===== config.mk =====
export PLATFORM = sky130hd
export DESIGN_NAME = fir_preadd_sched
export DESIGN_NICKNAME = d
export VERILOG_FILES = /design/src/rtl/fir_preadd_sched.sv
export SDC_FILE = /design/constraint.sdc
export NUM_CORES = 1
export LEC_CHECK = 0
export ABC_AREA = 1
export CELL_PAD_IN_SITES_DETAIL_PLACEMENT = 1
export CELL_PAD_IN_SITES_GLOBAL_PLACEMENT = 1
export CORE_AREA = 2 2 142 144
export CTS_CLUSTER_DIAMETER = 150
export DETAILED_ROUTE_END_ITERATION = 10
export DIE_AREA = 0 0 144 146
export GPL_TIMING_DRIVEN = 0
export PLACE_DENSITY_LB_ADDON = 0.1
export SETUP_SLACK_MARGIN = 0.5
export SYNTH_ARGS = -nofsm -noshare
export SYNTH_HDL_FRONTEND = slang
export SYNTH_SLANG_ARGS = --single-unit

===== constraint.sdc =====
create_clock -name clk -period 4.4 [get_ports clk]
set_input_delay 0.44 -clock clk [delete_from_list [all_inputs] [get_ports clk]]
set_output_delay 0.44 -clock clk [all_outputs]
set_load 0.03 [all_outputs]

===== src/rtl/fir_preadd_sched.sv =====
// Scheduler for a shared preadd-shift-accumulate unit in a symmetric FIR filter.
// Processes TAPS/2 tap pairs per accepted sample, one sample in flight at a time.
module fir_preadd_sched #(
  parameter int unsigned     TAPS   = 8,
  parameter int unsigned     DW     = 8,
  parameter int unsigned     AW     = 12,
  parameter logic [TAPS-1:0] SHIFTS = 8'hE4,
  localparam int unsigned    P      = TAPS / 2,
  localparam int unsigned    KW     = (P > 1) ? $clog2(P) : 1
) (
  input  logic          clk,
  input  logic          rst,
  input  logic          in_valid,
  input  logic [DW-1:0] in_data,
  output logic          in_ready,
  output logic          out_valid,
  output logic [AW-1:0] out_data,
  input  logic          out_ready,
  output logic          busy,
  output logic [KW-1:0] pair_idx,
  output logic [1:0]    stage
);

  localparam int unsigned IW = (TAPS > 1) ? $clog2(TAPS) : 1;

  typedef enum logic [2:0] {StIdle, StPre, StShf, StAcc, StDone} state_e;

  state_e          state_q;
  logic [DW-1:0]   d_q [TAPS];
  logic [AW-1:0]   acc_q;
  logic [AW-1:0]   t_q;
  logic [KW-1:0]   k_q;
  logic [AW-1:0]   out_data_q;
  logic            out_valid_q;
  logic [1:0]      stage_q;

  logic [IW-1:0]   k_lo;
  logic [IW-1:0]   k_hi;
  logic [DW:0]     pre_sum;
  logic [1:0]      sh;
  logic [AW-1:0]   shifted;
  logic [AW-1:0]   acc_sum;
  logic            last_pair;

  // Pair k combines taps k and TAPS-1-k, which share one coefficient.
  always_comb begin
    k_lo    = IW'(k_q);
    k_hi    = IW'(TAPS - 1) - k_lo;
    pre_sum = {1'b0, d_q[k_lo]} + {1'b0, d_q[k_hi]};
  end

  always_comb begin
    sh = '0;
    for (int unsigned p = 0; p < P; p++) begin
      if (k_q == KW'(p)) sh = SHIFTS[2*p +: 2];
    end
  end

  always_comb begin
    shifted   = t_q << sh;
    acc_sum   = acc_q + t_q;
    last_pair = (k_q == KW'(P - 1));
  end

  always_ff @(posedge clk) begin
    if (rst) begin
      state_q     <= StIdle;
      for (int i = 0; i < int'(TAPS); i++) d_q[i] <= '0;
      acc_q       <= '0;
      t_q         <= '0;
      k_q         <= '0;
      out_data_q  <= '0;
      out_valid_q <= 1'b0;
      stage_q     <= 2'd3;
    end else begin
      unique case (state_q)
        StIdle: begin
          if (in_valid) begin
            for (int i = int'(TAPS) - 1; i > 0; i--) d_q[i] <= d_q[i-1];
            d_q[0]  <= in_data;
            acc_q   <= '0;
            k_q     <= '0;
            stage_q <= 2'd0;
            state_q <= StPre;
          end
        end
        StPre: begin
          t_q     <= AW'(pre_sum);
          stage_q <= 2'd1;
          state_q <= StShf;
        end
        StShf: begin
          t_q     <= shifted;
          stage_q <= 2'd2;
          state_q <= StAcc;
        end
        StAcc: begin
          acc_q <= acc_sum;
          if (last_pair) begin
            out_data_q  <= acc_sum;
            out_valid_q <= 1'b1;
            k_q         <= '0;
            stage_q     <= 2'd3;
            state_q     <= StDone;
          end else begin
            k_q     <= k_q + 1'b1;
            stage_q <= 2'd0;
            state_q <= StPre;
          end
        end
        StDone: begin
          if (out_ready) begin
            out_valid_q <= 1'b0;
            state_q     <= StIdle;
          end
        end
        default: state_q <= StIdle;
      endcase
    end
  end

  assign in_ready  = (state_q == StIdle);
  assign busy      = (state_q != StIdle);
  assign out_valid = out_valid_q;
  assign out_data  = out_data_q;
  assign pair_idx  = k_q;
  assign stage     = stage_q;

endmodule


After elaboration in Yosys (flattened, before gate mapping)
Memory sizes are Yosys's and may differ from the RTL's. A register that Yosys moved wholly into a read port is not among the register bits.
Cells that the tools add are included.
Widths: inputs -> output; s select.
- register bits after elaboration: 44
- RAM bits: 64
- input bits: 12
- output and inout bits: 19
- word-level logic and storage cells: 76
- memories kept: 1
- add/sub/neg operators: 4
- equal/unequal tests: 10
- shifts and indexed selects: 1
- mux-type cells: 34
- bitwise gates (word level): 8
- reductions and logical operators: 11
- memories (name ; words ; width ; rd ports ; clocked after Yosys merged registers in ; write ports ; RTL line ; source):
    d_q ; 8 ; 8 ; 9 ; 1 ; 8 ; 29 ; logic [DW-1:0] d_q [TAPS];
- operators by type and width (kind ; count):
    $mux 8 ; 8
    $pmux 12 s2 ; 2
    $mux 3 ; 5
    $pmux 3 s5 ; 1
    $add 12x12->12 ; 1
    $mux 12 ; 1
    $shl 12x2->12 ; 1
    $mux 2 ; 5
    $add 8x8->9 ; 1
    $mux 1 ; 9
    $or 1x1->1 ; 8
    $pmux 2 s4 ; 1
    $reduce_and 2->1 ; 4
    $eq 3x2->1 const B ; 2
    $ne 2x2->1 const B ; 3
    $reduce_bool 2->1 ; 3
    $eq 2x2->1 const B ; 2
    $pmux 2 s2 ; 1
    $reduce_bool 4->1 ; 1
    $eq 3x1->1 const B ; 1
    $eq 3x3->1 const B ; 1
    $logic_not 3->1 ; 1
    $reduce_and 3->1 ; 1
    $reduce_bool 3->1 ; 1
    other kinds (4) ; 4

Logic depth before layout (Yosys ltp)
- depth after elaboration: 6
- gate-level depth with buffers: 16
- mapped depth without buffers: 15

Worst setup path before layout
OpenSTA, ideal clock, no wires.
- path kind: reg2reg
- start point: register state_q[1]
- end point: memory d_q[0][0], enable pin
- arrival: 2.427 ns
- slack: 1.550 ns
- stages on the path, launching flop included: 4
- buffers on the path: 0
- clock period less this slack: 2.850 ns
- cell sequence: dfxtp_1 > nor3_2 > nand2_1 > nand2_1
- RTL lines (what ; RTL line ; source):
    from (decl) ; 28 ; state_e state_q;
    from (signal assigned) ; 67 ; state_q <= StIdle;
    from (signal assigned) ; 84 ; state_q <= StPre;
    from (signal assigned) ; 90 ; state_q <= StShf;
    to (decl) ; 29 ;

Final worst setup path
- start point: register k_q[0] (netlist: pair_idx[0])
- end point: register t_q[6]
- word-level cells in the longest chain between the ends: 6
- elaborated cells on any way between the ends: 11
- classes of those cells: add/sub: 2; eq/ne: 3; shift: 1; mux: 4; memory: 1
- ends and longest elaborated chain (what ; RTL line ; source):
    from (decl) ; 32 ; logic [KW-1:0] k_q;
    from (signal assigned) ; 106 ; k_q <= k_q + 1'b1;
    branches (longest 5 deep; another with $add 8x8->9) ; n/a ;
    $pmux 12 s2 (*) ; 76 ; unique case (state_q)
    to (signal assigned) ; 88 ; t_q <= AW'(pre_sum);
    to (signal assigned) ; 93 ; t_q <= shifted;
    to (decl) ; 31 ; logic [AW-1:0] t_q;
Every way passes the cells marked *.
A chain may end at the register's enable or synchronous reset.

==> results.cfg <==
[yosys]
ys_async_sr_fraction_pct = 0
ys.warnings.count = 0
ys.flop_type = edfxtp_1
avgSynthCellArea_um2 = 7.95
synth_edf_count = 64
yosysUniqueCellTypes = 37
synth-seq-cells = 110
synthCells = 728
synth_seq_area_share_pct = 49.1
synthesis.nets = 764
synth_area_mm2 = 0.00579

[clocking]
cts_root_buf = clkbuf_16
clock_sinks = 110
cts_buffers = 9
path_clk_slew_ps = 80
clockBufferDepth = 2
cts_resized = 0
postCtsSetupRepairBufs = 0
ctsHoldBuffers = 0
clk_latency_ps = 360
cts_tree = yes
htree_levels = 3

[critical_path]
critical_path.max_stage_delay_ps = 490
cp_cell_sequence = clkinv_1 -> clkbuf_1 -> a21oi_1 -> a21oi_1 -> ha_1 -> fa_1 -> nand2_1 -> nand2_1 -> nand2_1 -> nand2_1 -> a21oi_1 -> inv_1 -> nand2_1 -> nand3_1 -> a21oi_1
cp.depth = 15
worstReg2RegEnd = t_q[6]
start_kind = register
critPathMaxFanout = 10
cp-startpoint = pair_idx[0]
r2r_cells = 15
crit_family = buffers and inverters
cp_slowest_cell = dfxtp_1
crit_path_end = t_q[6]
r2r_slack_ps = 1290
crit_top_cell = nand2_1
arrival_ps = 3400
worst-setup-path-type = reg2reg
r2r_start = pair_idx[0]
cp.buffers_inverters = 3
critPathRequiredTime_ps = 4690
crit_path_end_kind = register

[timing]
fmax_mhz = 321
worst_pin_slew_ps = 890
rsz0062_at_grt = no
tns_ps = 0
slew_violations = 0
period_share_pct = 70.8
fin_skew_ps = 6.89
fin_crit_ps = 3110
hold_viol = 0
setup_violations = 0
relSlewSlack_pct = 40.7

[placed_design]
dpl.hpwl_mm = 12.3
dpl_cell_area_mm2 = 0.00641
place_inst = 1022
place.gp.congestion = 0.801
port_buffers = 29

[finish]
final_common_cell = nand2_1
drive_gt1_share_pct = 5.05
mostFrequentLayoutCells = 152 x nand2_1, 121 x inv_1, 89 x a21oi_1
design_area_mm2 = 0.00670
area_growth_pct = 15.8
n_antenna_cell = 0
nNetsFinal = 804
regArea_mm2 = 0.00284
multiInputGateArea_mm2 = 0.00237
layout.cells.non_filler = 1038
nFillCells = 2349

[die]
die_area_mm2 = 0.0210
die_y_um = 146
start_util_pct = 29.9
core.rowCount = 51
ios = 31
die_width_um = 144
coreArea_mm2 = 0.0193

[detailed_routing]
ant_nets = 0
vias = 4756
drc = 0
drtIter0Drc = 147
wl_per_cell_um = 15.6
wl_mm = 16.2
dr.pass1.iters = 4
avgViaCountPerCell = 4.58

[power]
p_leak_nw = 2.93
p_seq_share_pct = 50.1
netSwitchingFraction_pct = 30.0
pwr-share-comb_pct = 16.9
cell_internal_pwr_w = 0.00171
total_power_w = 0.00245
p_sw_w = 0.000736
ir_worst_vdd_v = 0.000186
p_clk_share_pct = 33.0
powerDensity_mw_per_mm2 = 366

[global_routing]
first_global_vias = 5083
grt_pass1_wl_mm = 26.8
grt.total_usage_pct = 16.4
overflow = 0
grt_max_degree = 65
antenna_found_initial = 0

[run]
drv_cap = 0

[hold_path]
min-delay-start = out_data[1]
hp-class = reg2reg

[outcome]
status = completed
-- cell usage after synthesis, types with 3 or more instances --
| library cell | n | share of area (%) |
|---|---|---|
| nand2_1 | 153 | 9.9 |
| inv_1 | 121 | 7.9 |
| a21oi_1 | 89 | 7.7 |
| nor2_1 | 81 | 5.3 |
| edfxtp_1 | 64 | 33 |
| dfxtp_1 | 46 | 16 |
| o21ai_0 | 45 | 3.9 |
| nand3_1 | 26 | 2.2 |
| ha_1 | 22 | 4.8 |
| clkbuf_1 | 13 | 0.84 |
| buf_2 | 11 | 0.95 |
| nand4_1 | 6 | 0.65 |
| a21o_1 | 4 | 0.52 |
| a31oi_1 | 4 | 0.43 |
| o21a_1 | 4 | 0.52 |
| xor2_1 | 4 | 0.61 |
| nand3b_1 | 3 | 0.39 |
| nor2_2 | 3 | 0.32 |
| nor3_1 | 3 | 0.26 |
| o21bai_1 | 3 | 0.39 |
-- final cells by class --
cell class	count	area share (%)
Sequential cell	110	42.4
Multi-Input combinational cell	468	35.4
Tap cell	265	4.95
Inverter	124	6.95
Timing Repair Buffer	29	4.33
Buffer	26	1.72
Clock buffer	10	3.57
Clock inverter	6	0.672
-- flip-flops by register name (all words and copies together), names as in the netlist, named ones only --
register   cells
stage          2
t_q           12
acc_q         12
pair_idx       2
d_q           64
out_valid      1
state_q        3
out_data      12
-- power groups by stage --
stage          combinational [W]  sequential [W]  clock [W]
3_3_place_gp            0.000416         0.00125          0
3_5_place_dp            0.000423         0.00125          0
6_report                0.000415         0.00123   0.000808
2_1_floorplan           0.000279         0.00124          0
4_1_cts                 0.000426         0.00123   0.000839
5_1_grt                 0.000474         0.00124   0.000881
-- per-layer routing --
layer / routed length [um] / part of all wire [%] / track usage (%)
met4: 235 / 1.4 / 4.07
met3: 229 / 1.4 / 2.57
met2: 8520 / 53 / 30.4
met5: 0 / 0 / 0
met1: 7230 / 45 / 19.7
-- stage by stage --
| stage | worst slack, ps | hold WS [ps] | utilization, % |
|---|---|---|---|
| after global placement | 478 | 452 | 33.1 |
| after floorplan | 1550 | 444 | - |
| after detailed placement | 1270 | 452 | 33.2 |
| after CTS | 1250 | 465 | 34.6 |
| final | 1290 | 462 | 34.6 |
| after global routing | 944 | 503 | 34.6 |
-- kinds of logic after synthesis --
| logic type | count (synthesis) | share of synthesized area (%) |
|---|---|---|
| compound gates | 157 | 14.5 |
| simple gates | 281 | 20.0 |
| fa+ha+maj | 24 | 5.45 |
| flops | 110 | 49.1 |
| xor+xnor | 6 | 0.908 |
| buf+inv | 150 | 10.0 |
-- worst reg2reg max path, delay by kind of cell (launching register included) --
| family | cells | cell delay [ps] |
|---|---|---|
| DFF | 1 | 490 |
| adders and majority gates | 2 | 620 |
| and+or+nand+nor | 6 | 450 |
| buffers and inverters | 3 | 770 |
| AOI/OAI and AO/OA | 4 | 720 |
-- how the worst min path moves through the flow --
stage,endpoint,cells after the start
finish,out_data[1],2
global placement,out_data[1],2
CTS,out_data[1],2
detailed placement,out_data[1],2
global route,acc_q[9],2
floorplan,acc_q[2],2
Power figures use the tool's default switching activity.
